<file path="src/rtl/dac_pkg.sv">
// Shared definitions for the LTC2624 DAC SPI interface: word geometry,
// command/address codes, field positions and the transmitter FSM state type.
package dac_pkg;

    localparam int unsigned DAC_WORD_W = 32;
    localparam int unsigned DAC_DATA_W = 12;

    // LTC2624 command codes
    localparam logic [3:0] CMD_WRITE        = 4'b0000;
    localparam logic [3:0] CMD_UPDATE       = 4'b0001;
    localparam logic [3:0] CMD_WRITE_UPDATE = 4'b0011;
    localparam logic [3:0] CMD_PWRDN        = 4'b0100;

    // LTC2624 channel addresses
    localparam logic [3:0] ADDR_A   = 4'b0000;
    localparam logic [3:0] ADDR_B   = 4'b0001;
    localparam logic [3:0] ADDR_C   = 4'b0010;
    localparam logic [3:0] ADDR_D   = 4'b0011;
    localparam logic [3:0] ADDR_ALL = 4'b1111;

    // Field LSB positions in the 32-bit word {8'h00, cmd, addr, data, 4'h0}
    localparam int unsigned CMD_LSB  = 20;
    localparam int unsigned ADDR_LSB = 16;
    localparam int unsigned DATA_LSB = 4;

    typedef enum logic [1:0] {
        StIdle,
        StShift,
        StHold,
        StGap
    } dac_state_e;

    function automatic logic [DAC_WORD_W-1:0] dac_frame(
        input logic [3:0]            cmd,
        input logic [3:0]            addr,
        input logic [DAC_DATA_W-1:0] code
    );
        logic [DAC_WORD_W-1:0] w;
        w                        = '0;
        w[CMD_LSB +: 4]          = cmd;
        w[ADDR_LSB +: 4]         = addr;
        w[DATA_LSB +: DAC_DATA_W] = code;
        return w;
    endfunction

endpackage

</file>
<file path="src/rtl/spi_sck_gen.sv">
// SCK generator: CLKDIV-cycle half-period counter with one-cycle strobes.
// The counter runs whenever 'run' is high so the caller can also time the
// CS hold and gap phases; SCK itself only toggles while 'sck_en' is high.
module spi_sck_gen
    import dac_pkg::*;
#(
    parameter int unsigned CLKDIV = 2
) (
    input  logic CLK50MHZ,
    input  logic RST,
    input  logic run,
    input  logic sck_en,
    output logic tick,
    output logic rise_tick,
    output logic fall_tick,
    output logic sck
);

    localparam logic [7:0] LastCnt = 8'(CLKDIV - 1);

    logic [7:0] cnt_q, cnt_d;
    logic       sck_q, sck_d;

    // Strobes are high in the cycle before the edge on which SCK changes
    assign tick      = run && (cnt_q == LastCnt);
    assign rise_tick = tick && sck_en && !sck_q;
    assign fall_tick = tick && sck_en && sck_q;
    assign sck       = sck_q;

    // Next-state for the half-period counter and SCK level
    always_comb begin
        cnt_d = 8'd0;
        sck_d = sck_q;
        if (run && !tick) begin
            cnt_d = cnt_q + 8'd1;
        end
        if (!sck_en) begin
            sck_d = 1'b0;
        end else if (tick) begin
            sck_d = ~sck_q;
        end
    end

    // Counter and SCK registers
    always_ff @(posedge CLK50MHZ) begin
        if (RST) begin
            cnt_q <= 8'd0;
            sck_q <= 1'b0;
        end else begin
            cnt_q <= cnt_d;
            sck_q <= sck_d;
        end
    end

endmodule

</file>
<file path="src/rtl/dac_spi_master.sv">
// LTC2624 SPI transmitter: serialises one 32-bit word MSB-first per dactrig
// and returns the word echoed on SPI_MISO.
// Build option: define DAC_SPI_READBACK_EN to include the receive path;
// otherwise dac_datareceived is tied to zero and SPI_MISO is ignored.
module dac_spi_master
    import dac_pkg::*;
#(
    parameter int unsigned CLKDIV = 2
) (
    input  logic                  CLK50MHZ,
    input  logic                  RST,
    input  logic [DAC_DATA_W-1:0] data,
    input  logic [3:0]            address,
    input  logic [3:0]            command,
    input  logic                  dactrig,
    output logic                  dacdone,
    output logic                  busy,
    output logic [DAC_WORD_W-1:0] dac_datareceived,
    output logic                  SPI_MOSI,
    output logic                  SPI_SCK,
    output logic                  DAC_CS,
    output logic                  DAC_CLR,
    input  logic                  SPI_MISO
);

    dac_state_e            state_q, state_d;
    logic [DAC_WORD_W-1:0] tx_q;
    logic [4:0]            bit_cnt_q;
    logic                  bit_last;
    logic                  done_q;
    logic                  clr_q;
    logic                  accept;
    logic                  sck_run, sck_en;
    logic                  tick, rise_tick, fall_tick;

    assign accept   = (state_q == StIdle) && dactrig;
    assign bit_last = (bit_cnt_q == 5'd31);
    assign sck_run  = (state_q != StIdle);
    assign sck_en   = (state_q == StShift);

    spi_sck_gen #(
        .CLKDIV (CLKDIV)
    ) u_sck_gen (
        .CLK50MHZ  (CLK50MHZ),
        .RST       (RST),
        .run       (sck_run),
        .sck_en    (sck_en),
        .tick      (tick),
        .rise_tick (rise_tick),
        .fall_tick (fall_tick),
        .sck       (SPI_SCK)
    );

    // State register
    always_ff @(posedge CLK50MHZ) begin
        if (RST) begin
            state_q <= StIdle;
        end else begin
            state_q <= state_d;
        end
    end

    // Next-state logic; HOLD and GAP each last one half-period tick
    always_comb begin
        state_d = state_q;
        unique case (state_q)
            StIdle:  if (dactrig) state_d = StShift;
            StShift: if (fall_tick && bit_last) state_d = StHold;
            StHold:  if (tick) state_d = StGap;
            StGap:   if (tick) state_d = StIdle;
            default: state_d = StIdle;
        endcase
    end

    // Outputs decoded from state
    always_comb begin
        DAC_CS   = 1'b1;
        busy     = (state_q != StIdle);
        SPI_MOSI = 1'b0;
        if ((state_q == StShift) || (state_q == StHold)) begin
            DAC_CS = 1'b0;
        end
        if (state_q == StShift) begin
            SPI_MOSI = tx_q[DAC_WORD_W-1];
        end
    end

    // Transmit shift register, bit counter, done pulse and clear release
    always_ff @(posedge CLK50MHZ) begin
        if (RST) begin
            tx_q      <= '0;
            bit_cnt_q <= 5'd0;
            done_q    <= 1'b0;
            clr_q     <= 1'b0;
        end else begin
            clr_q  <= 1'b1;
            done_q <= (state_q == StHold) && tick;
            if (accept) begin
                tx_q      <= dac_frame(command, address, data);
                bit_cnt_q <= 5'd0;
            end else if (fall_tick) begin
                tx_q <= {tx_q[DAC_WORD_W-2:0], 1'b0};
                // Terminal count moves the FSM on; never roll into a 33rd bit
                if (!bit_last) begin
                    bit_cnt_q <= bit_cnt_q + 5'd1;
                end
            end
        end
    end

    assign dacdone = done_q;
    assign DAC_CLR = clr_q;

`ifdef DAC_SPI_READBACK_EN
    logic [DAC_WORD_W-1:0] rx_q;
    logic [DAC_WORD_W-1:0] rx_word_q;

    // Receive shift register samples MISO on the edge SCK rises
    always_ff @(posedge CLK50MHZ) begin
        if (RST) begin
            rx_q      <= '0;
            rx_word_q <= '0;
        end else begin
            if (rise_tick) begin
                rx_q <= {rx_q[DAC_WORD_W-2:0], SPI_MISO};
            end
            if ((state_q == StHold) && tick) begin
                rx_word_q <= rx_q;
            end
        end
    end

    assign dac_datareceived = rx_word_q;
`else
    logic unused_rx;
    assign unused_rx        = SPI_MISO ^ rise_tick;
    assign dac_datareceived = '0;
`endif

endmodule

</file>
<file path="config.mk">
export PLATFORM = sky130hd
export DESIGN_NAME = dac_spi_master
export DESIGN_NICKNAME = d
export VERILOG_FILES = /design/src/rtl/dac_pkg.sv /design/src/rtl/spi_sck_gen.sv /design/src/rtl/dac_spi_master.sv
export SDC_FILE = /design/constraint.sdc
export NUM_CORES = 1
export LEC_CHECK = 0
export BUFFER_PORTS_ARGS = -buffer_cell sky130_fd_sc_hd__buf_2
export CORE_ASPECT_RATIO = 1.5
export CORE_MARGIN = 3
export CORE_UTILIZATION = 26
export DETAILED_ROUTE_END_ITERATION = 12
export PLACE_DENSITY = 0.57
export SLEW_MARGIN = 15
export SYNTH_ARGS = -nofsm -noshare
export SYNTH_HDL_FRONTEND = slang
export SYNTH_SLANG_ARGS = --single-unit
</file>
<file path="constraint.sdc">
create_clock -name CLK50MHZ -period 2.5 [get_ports CLK50MHZ]
set_input_delay 0.25 -clock CLK50MHZ [delete_from_list [all_inputs] [get_ports CLK50MHZ]]
set_output_delay 0.25 -clock CLK50MHZ [all_outputs]
set_load 0.02 [all_outputs]
</file>
==> results of run 1 <==
-- synth_stat cells --
master	n	share of area, %
ha_1	9	5.1
nand4b_1	1	0.39
a31o_2	1	0.39
dfxtp_1	46	41
nand3_1	5	1.1
buf_4	32	11
o21ai_0	14	3.1
a31oi_1	11	3.1
o41ai_1	1	0.39
nand2_1	46	7.7
nor3_1	3	0.67
clkbuf_1	10	1.7
nand3b_1	1	0.34
buf_2	3	0.67
or3_4	1	0.51
xor2_1	5	2.0
a211oi_1	1	0.34
and3_1	4	1.1
and2_1	2	0.56
inv_1	7	1.2
conb_1	1	0.17
nor2_1	28	4.7
nor4_4	1	0.95
xnor2_1	3	1.2
mux2i_1	4	1.8
nor3b_1	1	0.34
or4b_1	1	0.45
a21oi_1	10	2.2
or3_1	4	1.1
o221a_2	9	4.5
-- logic make-up after synthesis --
logic type,after synthesis,synth area share [%]
AND/OR/NAND/NOR,98,20.04
XOR/XNOR,8,3.144
buffers and inverters,52,14.32
flip-flops,46,41.32
multiplexers,4,1.797
adder cells (fa/ha/maj),9,5.053
other,1,0.1683
AO/OA/AOI/OAI,47,14.15
-- tightest hold or removal path: cells and delay by family --
family                 cells  cell delay, ps
and+or+nand+nor            1             110
buffers and inverters      1              80
muxes                      1              50
-- cell usage in the layout (no fill, tap or decap), types with 4 or more instances in the layout --
cell / synthesis / routed
buf_2: 3 / 28
nand3_1: 5 / 5
ha_1: 9 / 9
o21ai_0: 14 / 14
conb_1: 1 / 32
and3_1: 4 / 4
xor2_1: 5 / 5
inv_1: 7 / 7
dfxtp_1: 46 / 46
a31oi_1: 11 / 11
buf_4: 32 / 4
o221a_2: 9 / 9
or3_1: 4 / 4
mux2i_1: 4 / 4
clkbuf_16: 0 / 5
nand2_1: 46 / 46
nor2_1: 28 / 28
a21oi_1: 10 / 10
-- metrics by stage --
step	instance area [um^2]	hold WS [ps]	instances
3_5_place_dp	2359	448.3	388
2_1_floorplan	2345	427.0	296
6_report	2491	258.4	395
3_3_place_gp	2359	438.7	388
4_1_cts	2491	260.4	395
5_1_grt	2491	314.2	395
-- power groups by stage --
stage | sequential, W | clock, W | combinational (W)
floorplan | 0.000919 | 0 | 0.000497
global placement | 0.000936 | 0 | 0.000594
detailed placement | 0.000937 | 0 | 0.000599
CTS | 0.000923 | 0.000641 | 0.000603
global route | 0.000937 | 0.000668 | 0.000671
finish | 0.000922 | 0.000619 | 0.000594
-- how the worst max path moves through the flow --
stage / end / cells past startpoint
after floorplan: tx_q[18] / 8
after global placement: bit_cnt_q[3] / 5
after detailed placement: bit_cnt_q[3] / 5
after CTS: bit_cnt_q[3] / 5
after global routing: bit_cnt_q[3] / 6
final: bit_cnt_q[3] / 5
-- per-layer routing --
| metal | part of all wire [%] | up-vias | global-route usage [%] |
|---|---|---|---|
| met5 | 0 | - | 0 |
| met3 | 7.1 | 5 | 2.799 |
| met2 | 49 | 55 | 15.31 |
| li1 | - | 880 | - |
| met4 | 1.7 | 0 | 4.054 |
| met1 | 42 | 777 | 10.77 |
-- layout make-up --
class	instances	share of cell area [%]
inverter	7	1.055
multi-input combinational	198	44.55
tap	105	5.274
clock buffer	7	5.324
timing repair buffer	32	6.831
sequential	46	36.97
-- registers in the layout, indices dropped and copies added (netlist names) --
| register | count |
|---|---|
| DAC_CLR | 1 |
| bit_cnt_q | 5 |
| tx_q | 28 |
| dacdone | 1 |
| u_sck_gen.sck | 1 |
| u_sck_gen.cnt_q | 8 |
| state_q | 2 |
==> flow_metrics.py, run 1 <==
metrics = {
    "outcome": {
        "status": "finished, final reports clean",
    },
    "clock_network": {
        "cts_setup_buffers": 0,
        "cts_buffers": 5,
        "cts_tree": "yes",
        "cts_resized": 0,
        "clk_latency_ps": 280,
        "cts_max_path_buffers": 2,
        "ctsHtreeMaxLevel": 2,
        "cts-root-buf": "clkbuf_16",
        "clock_sinks": 46,
        "path_clk_slew_ps": 60,
        "cts_hold_buf": 0,
    },
    "finish": {
        "nets": 323,
        "multi_input_area_um2": 1110,
        "final_util_pct": 30.54,
        "antenna_cells": 0,
        "nFillCells": 887,
        "drive_gt1_share_pct": 17.24,
        "regArea_um2": 920.9,
        "area_delta_synth_final_pct": 11.79,
    },
    "pwr": {
        "power_frac_comb_pct": 27.8,
        "p_clk_share_pct": 29.0,
        "p_int_w": 0.001441,
        "p_sw_w": 0.0006940,
        "seq_power_share_pct": 43.2,
        "p_per_area_nw_per_um2": 857.1,
        "max-vdd-ir-drop_mv": 0.3729,
        "p_total_w": 0.002135,
        "swShare_pct": 32.50,
        "p_leak_nw": 1.025,
    },
    "setup_path": {
        "crit_type": "reg -> reg",
        "critPathLaunch": "u_sck_gen.cnt_q[0]",
        "max_stage_delay_ps": 560,
        "crit_path_cell_trace": "ha_1 -> or4b_1 -> or3_4 -> or3_1 -> a21oi_1",
        "crit_arrival_ps": 2400,
        "cp_max_fo": 31,
        "cpLargestDelayFamily": "simple AND/OR/NAND/NOR gates",
        "cp.required_ps": 2710,
        "end_kind": "flop",
        "r2r_cells": 5,
        "cp-start-kind": "flop",
        "ff2ff_setup_slack_ps": 320,
        "r2r_start": "u_sck_gen.cnt_q[0]",
        "slowest_stage": "or3_4",
        "timing.rr.end": "bit_cnt_q[3]",
        "worstPathBufferInverterCount": 0,
    },
    "synth": {
        "synth.avg_cell_area_um2": 8.409,
        "ys_seq_area_share_pct": 41.33,
        "synth_cells": 265,
        "synth_warnings": 0,
        "ys_ff_latch": 46,
        "syn-cell-area_um2": 2228,
        "ys_types": 30,
    },
    "detailed_routing": {
        "wl_per_cell_um": 11.11,
        "drtPass1Iterations": 4,
        "wl_um": 4387,
        "vias": 1717,
        "ant_nets": 0,
        "dr.first_iter.drc_count": 60,
        "avgViaCountPerCell": 4.347,
        "drc": 0,
    },
    "placement": {
        "place_congestion": 0.7017,
        "pre_cts_ws_ps": 302.6,
        "dpl.hpwl_um": 3132,
        "numPortBuffers": 28,
    },
    "sta": {
        "fin_crit_ps": 2184,
        "final.setup.tns_ps": 0,
        "hold_violations": 0,
        "setup_viol": 0,
        "fin_crit_sh_pct": 87.34,
        "max_freq_ghz": 0.4580,
        "fin_skew_ps": 3.891,
        "layout_setup_ws_ps": 316.4,
        "rsz0062_at_grt": "false",
        "slew_violations": 0,
    },
    "min_path": {
        "min_path_type": "in -> reg",
        "worstHoldStart": "data[0]",
        "hold_end": "tx_q[4]",
        "hold_path_depth": 3,
    },
    "grt": {
        "antenna_found_initial": 0,
        "grt_pass1_wl_um": 7031,
        "grt_max_degree": 32,
        "grt.total_usage_pct": 9.253,
        "grt_pass1_vias": 1541,
        "grt-ovfl-total": 0,
    },
    "die": {
        "die_y_um": 119.4,
        "core_um2": 8158,
        "row_count": 40,
        "die_x_um": 81.59,
        "io_pins": 62,
        "start_util_pct": 27.32,
        "die_area_um2": 9741,
    },
    "run": {
        "cap_violations": 0,
    },
}
Power figures use the tool's default switching activity.
==> inputs of run 2 (changes only) <==
--- a/config.mk
+++ b/config.mk
@@ -8,9 +8,9 @@
 export BUFFER_PORTS_ARGS = -buffer_cell sky130_fd_sc_hd__buf_2
 export CORE_ASPECT_RATIO = 1.5
 export CORE_MARGIN = 3
-export CORE_UTILIZATION = 26
+export CORE_UTILIZATION = 50
 export DETAILED_ROUTE_END_ITERATION = 12
-export PLACE_DENSITY = 0.57
+export PLACE_DENSITY = 0.88
 export SLEW_MARGIN = 15
 export SYNTH_ARGS = -nofsm -noshare
 export SYNTH_HDL_FRONTEND = slang
==> flow_metrics.py, run 2 (same netlist as run 1, synthesis figures left out) <==
metrics = {
    "pwr": {
        "swShare_pct": 33.53,
        "power_frac_comb_pct": 29.3,
        "p_int_w": 0.001374,
        "p_clk_share_pct": 25.9,
        "seq_power_share_pct": 44.7,
        "p_total_w": 0.002067,
        "p_per_area_nw_per_um2": 863.5,
        "p_sw_w": 0.0006931,
        "max-vdd-ir-drop_mv": 0.4243,
        "p_leak_nw": 1.019,
    },
    "placement": {
        "place_congestion": 0.7706,
        "placed_cells": 329,
        "dpl.hpwl_um": 3053,
        "numPortBuffers": 28,
    },
    "detailed_routing": {
        "ant_nets": 0,
        "vias": 1753,
        "drtPass1Iterations": 4,
        "wl_um": 4305,
        "drc": 0,
        "wl_per_cell_um": 12.77,
        "dr.first_iter.drc_count": 115,
        "avgViaCountPerCell": 5.202,
    },
    "clock_network": {
        "cts_tree": "yes",
        "cts-root-buf": "clkbuf_8",
        "cts_resized": 0,
        "clk_latency_ps": 300,
        "ctsHtreeMaxLevel": 2,
        "cts_hold_buf": 0,
        "path_clk_slew_ps": 80,
        "cts_setup_buffers": 0,
        "cts_buffers": 5,
        "cts_max_path_buffers": 2,
        "clock_sinks": 46,
    },
    "finish": {
        "layout_common_cells": "46 x dfxtp_1, 46 x nand2_1, 32 x conb_1, 28 x nor2_1, 28 x buf_2",
        "reg_top3": "tx_q x28, u_sck_gen.cnt_q x8, bit_cnt_q x5",
        "instances_no_fill": 337,
        "drive_gt1_share_pct": 18.21,
        "antenna_cells": 0,
        "largest_register": "tx_q",
        "area_delta_synth_final_pct": 7.412,
        "nets": 323,
        "largest_register_ffs": 28,
    },
    "sta": {
        "fin_crit_ps": 2211,
        "rsz0062_at_grt": "false",
        "max_freq_ghz": 0.4522,
        "slew_violations": 0,
        "fin_skew_ps": 4.875,
        "final.setup.tns_ps": 0,
        "setup_viol": 0,
        "fin_crit_sh_pct": 88.46,
        "hold_violations": 0,
    },
    "setup_path": {
        "cp.required_ps": 2730,
        "max_stage_delay_ps": 560,
        "cp-start-kind": "flop",
        "slowest_stage": "or3_4",
        "crit_type": "reg -> reg",
        "end_kind": "flop",
        "crit_arrival_ps": 2440,
        "worstPathBufferInverterCount": 0,
        "crit_path_cell_trace": "ha_1 -> or4b_1 -> or3_4 -> or3_1 -> a21oi_1",
        "cp_max_fo": 31,
        "cpLargestDelayFamily": "simple AND/OR/NAND/NOR gates",
    },
    "die": {
        "die_x_um": 60.51,
        "start_util_pct": 52.05,
        "die_area_um2": 5310,
        "row_count": 29,
        "core_um2": 4282,
        "io_pins": 62,
        "die_y_um": 87.76,
    },
    "grt": {
        "grt_pass1_vias": 1681,
        "antenna_found_initial": 0,
        "grt.total_usage_pct": 17.72,
        "grt-ovfl-total": 0,
        "grt_max_degree": 32,
        "grt_pass1_wl_um": 7182,
    },
    "min_path": {
        "min_path_type": "in -> reg",
    },
    "outcome": {
        "status": "finished, final reports clean",
    },
    "run": {
        "cap_violations": 0,
    },
}
[run 2: changes by cell type in the layout (fill, tap and decap cells not counted)]
cell       previous run  this run
bufinv_16             0         1
clkbuf_8              0         5
clkbuf_16             5         0
clkbuf_1              2         0
clkinv_2              0         2
[run 2: layer usage]
layer | track usage (%) | vias up | share of wire (%) | wire length, um
met4 | 9.073 | 0 | 2.3 | 97
met3 | 5.015 | 9 | 5.0 | 216
met2 | 31.30 | 54 | 54 | 2323
li1 | - | 878 | - | -
met5 | 0 | - | 0 | 0
met1 | 18.58 | 812 | 39 | 1667
[run 2: worst reg2reg max path, stage by stage (launching register included)]
cell and delay [ps]:
dfxtp_1 420, ha_1 170, or4b_1 470, or3_4 560, or3_1 390, a21oi_1 130
[run 2: path summary, 6_finish.rpt]
| check | depth (start not counted) | end | slack [ps] | startpoint |
|---|---|---|---|---|
| worst max-delay path | 5 | bit_cnt_q[3] | 290 | u_sck_gen.cnt_q[0] |
| worst min register to register | 2 | tx_q[31] | 450 | tx_q[31] |
| worst min-delay path | 3 | tx_q[4] | 250 | data[0] |
| worst max register to register | 5 | bit_cnt_q[3] | 290 | u_sck_gen.cnt_q[0] |
[run 2: layout make-up]
type	instances	area, um^2
Fill cell	368	1888
Multi-Input combinational cell	198	1110
Sequential cell	46	920.9
Timing Repair Buffer	32	170.2
Clock buffer	5	68.82
Tap cell	46	57.56
Clock inverter	3	40.04
Inverter	7	26.28
[run 2: power groups by stage]
stage | sequential, W | combinational [W] | clock (W)
6_report | 0.000925 | 0.000606 | 0.000536
2_1_floorplan | 0.000919 | 0.000497 | 0
3_3_place_gp | 0.000934 | 0.000579 | 0
5_1_grt | 0.000939 | 0.000673 | 0.000572
4_1_cts | 0.000925 | 0.000610 | 0.000544
3_5_place_dp | 0.000939 | 0.000602 | 0
[run 2: per-stage QoR]
stage	cell area (um^2)	util, %	hold slack (ps)	worst slack [ps]
CTS	2394	55.90	255.2	282.9
global placement	2285	53.36	440.0	356.0
finish	2394	55.90	253.0	288.5
global route	2394	55.90	270.3	84.07
detailed placement	2285	53.36	445.8	309.3
floorplan	2345	-	427.0	417.4
==> inputs of run 3 (changes only) <==
--- a/config.mk
+++ b/config.mk
@@ -8,10 +8,11 @@
 export BUFFER_PORTS_ARGS = -buffer_cell sky130_fd_sc_hd__buf_2
 export CORE_ASPECT_RATIO = 1.5
 export CORE_MARGIN = 3
-export CORE_UTILIZATION = 50
+export CORE_UTILIZATION = 47
 export DETAILED_ROUTE_END_ITERATION = 12
-export PLACE_DENSITY = 0.88
+export PLACE_DENSITY = 0.86
 export SLEW_MARGIN = 15
 export SYNTH_ARGS = -nofsm -noshare
 export SYNTH_HDL_FRONTEND = slang
+export SYNTH_HIERARCHICAL = 1
 export SYNTH_SLANG_ARGS = --single-unit
==> constraint.sdc (replaced) <==
create_clock -name CLK50MHZ -period 1.85 [get_ports CLK50MHZ]
set_input_delay 0.185 -clock CLK50MHZ [delete_from_list [all_inputs] [get_ports CLK50MHZ]]
set_output_delay 0.185 -clock CLK50MHZ [all_outputs]
set_load 0.02 [all_outputs]
==> flow_metrics.py, run 3 <==
metrics = {
    "detailed_routing": {
        "ant_nets": 0,
        "dr.first_iter.drc_count": 79,
        "vias": 1721,
        "wl_per_cell_um": 11.66,
        "drc": 0,
        "drtPass1Iterations": 4,
        "wl_um": 4163,
        "avgViaCountPerCell": 4.821,
    },
    "die": {
        "die_y_um": 91.95,
        "io_pins": 62,
        "die_area_um2": 5820,
        "start_util_pct": 49.73,
        "die_x_um": 63.30,
        "row_count": 30,
        "core_um2": 4654,
    },
    "finish": {
        "reg_top3": "tx_q x28, u_sck_gen/cnt_q x8, bit_cnt_q x5",
        "largest_register_ffs": 28,
        "nets": 325,
        "multi_input_area_um2": 1226,
        "instances_no_fill": 357,
        "largest_register": "tx_q",
        "area_delta_synth_final_pct": 16.27,
        "layout_commonest_cell": "dfxtp_1",
        "regArea_um2": 923.4,
        "nFillCells": 414,
        "final_area_um2": 2691,
        "layout_common_cells": "44 x dfxtp_1, 35 x nor2_1, 32 x conb_1, 29 x mux2i_1, 28 x buf_2",
        "antenna_cells": 0,
        "drive_gt1_share_pct": 26.28,
    },
    "setup_path": {
        "crit_arrival_ps": 2440,
        "cp.required_ps": 2070,
        "slowest_stage": "or4_4",
        "cp-start-kind": "flop",
        "crit_type": "reg -> reg",
        "crit_path_cell_trace": "inv_2 -> ha_2 -> or4b_4 -> and4bb_4 -> and3_4 -> a21boi_2 -> or4_4 -> o31ai_2",
        "max_stage_delay_ps": 480,
        "cp_max_fo": 5,
        "end_kind": "flop",
    },
    "run": {
        "cap_violations": 0,
    },
    "sta": {
        "fin_skew_ps": 8.738,
        "max_freq_ghz": 0.4504,
        "slew_violations": 0,
        "final.setup.tns_ps": -10180,
        "setup_viol": 35,
        "whs_ps": 169.6,
        "fin_crit_ps": 2220,
        "fin_crit_sh_pct": 120.0,
        "layout_setup_ws_ps": -370.4,
        "hold_violations": 0,
        "rsz0062_at_grt": "true",
    },
    "clock_network": {
        "cts_tree": "yes",
        "clock_sinks": 46,
        "clk_latency_ps": 300,
        "path_clk_slew_ps": 80,
        "cts_max_path_buffers": 2,
        "cts-root-buf": "clkbuf_8",
        "ctsHtreeMaxLevel": 2,
        "cts_buffers": 5,
    },
    "grt": {
        "grt_max_degree": 41,
        "grt_pass1_wl_um": 6920,
        "antenna_found_initial": 0,
        "grt_pass1_vias": 1701,
        "grt.total_usage_pct": 14.73,
        "grt-ovfl-total": 0,
    },
    "pwr": {
        "p_int_w": 0.001964,
        "swShare_pct": 32.12,
        "p_sw_w": 0.0009293,
        "p_per_area_nw_per_um2": 1075,
        "p_clk_share_pct": 24.2,
        "p_leak_nw": 1.089,
        "power_frac_comb_pct": 34.0,
        "seq_power_share_pct": 41.9,
        "max-vdd-ir-drop_mv": 0.6355,
    },
    "placement": {
        "placed_cells": 347,
        "place_congestion": 0.8165,
        "numPortBuffers": 28,
        "dpl.hpwl_um": 2975,
        "place_area_um2": 2529,
    },
    "outcome": {
        "violations": "negative setup slack",
        "status": "finished with violations",
    },
    "synth": {
        "synth.avg_cell_area_um2": 9.371,
        "syn-cell-area_um2": 2315,
        "synth_warnings": 6,
        "synth_cells": 247,
    },
    "min_path": {
        "min_path_type": "in -> reg",
    },
}
## run 3: final timing paths
check	cells past startpoint	to	slack, ps	startpoint
setup / recovery	8	state_q[0]	-370	u_sck_gen/cnt_q[1]
hold reg to reg	2	bit_cnt_q[1]	490	bit_cnt_q[1]
hold / removal	3	tx_q[17]	170	address[1]
setup reg to reg	8	state_q[0]	-370	u_sck_gen/cnt_q[1]
## run 3: worst max-delay path: cells and delay by family, from the launching register on
kind,cells,cell delay (ps)
DFF,1,330
and+or+nand+nor,4,1510
AOI/OAI and AO/OA,2,140
adders and majority gates,1,140
buffers and inverters,1,40
## run 3: routing by layer
metal	wire length [um]	vias to the layer above	GRT usage, %
li1	-	875	-
met1	1746	792	15.62
met2	2125	44	26.52
met3	191	10	4.044
met4	99	0	7.027
met5	0	-	0
## run 3: cell type report
type	instances	share of cell area, %
tap	64	2.975
timing repair buffer	50	12.09
clock buffer	8	4.091
multi-input combinational	182	45.56
inverter	7	0.9763
sequential	46	34.31
## run 3: power by group through the flow
stage,registers [W],clock network (W),logic (W)
floorplan,0.00123,0,0.000670
global placement,0.00123,0,0.000933
detailed placement,0.00123,0,0.000952
CTS,0.00121,0.000713,0.000966
global route,0.00123,0.000753,0.00108
finish,0.00121,0.000700,0.000983
## run 3: metrics by stage
stage	setup WS [ps]	util [%]	power, W
6_report	-370.4	57.82	0.002893
5_1_grt	-468.0	57.82	0.003063
4_1_cts	-369.0	57.45	0.002891
3_5_place_dp	-440.8	54.33	0.002186
3_3_place_gp	-363.2	54.33	0.002162
2_1_floorplan	-382.5	-	0.001899
## run 3: timing repair
| action | in CTS | in global routing |
|---|---|---|
| setup endpoints to repair | 35 | 35 |
| pin swaps | 4 | 1 |
| cloned | 0 | 0 |
| hold buffers | 0 | 0 |
| resized for setup | 6 | 5 |
| setup buffers | 2 | 0 |
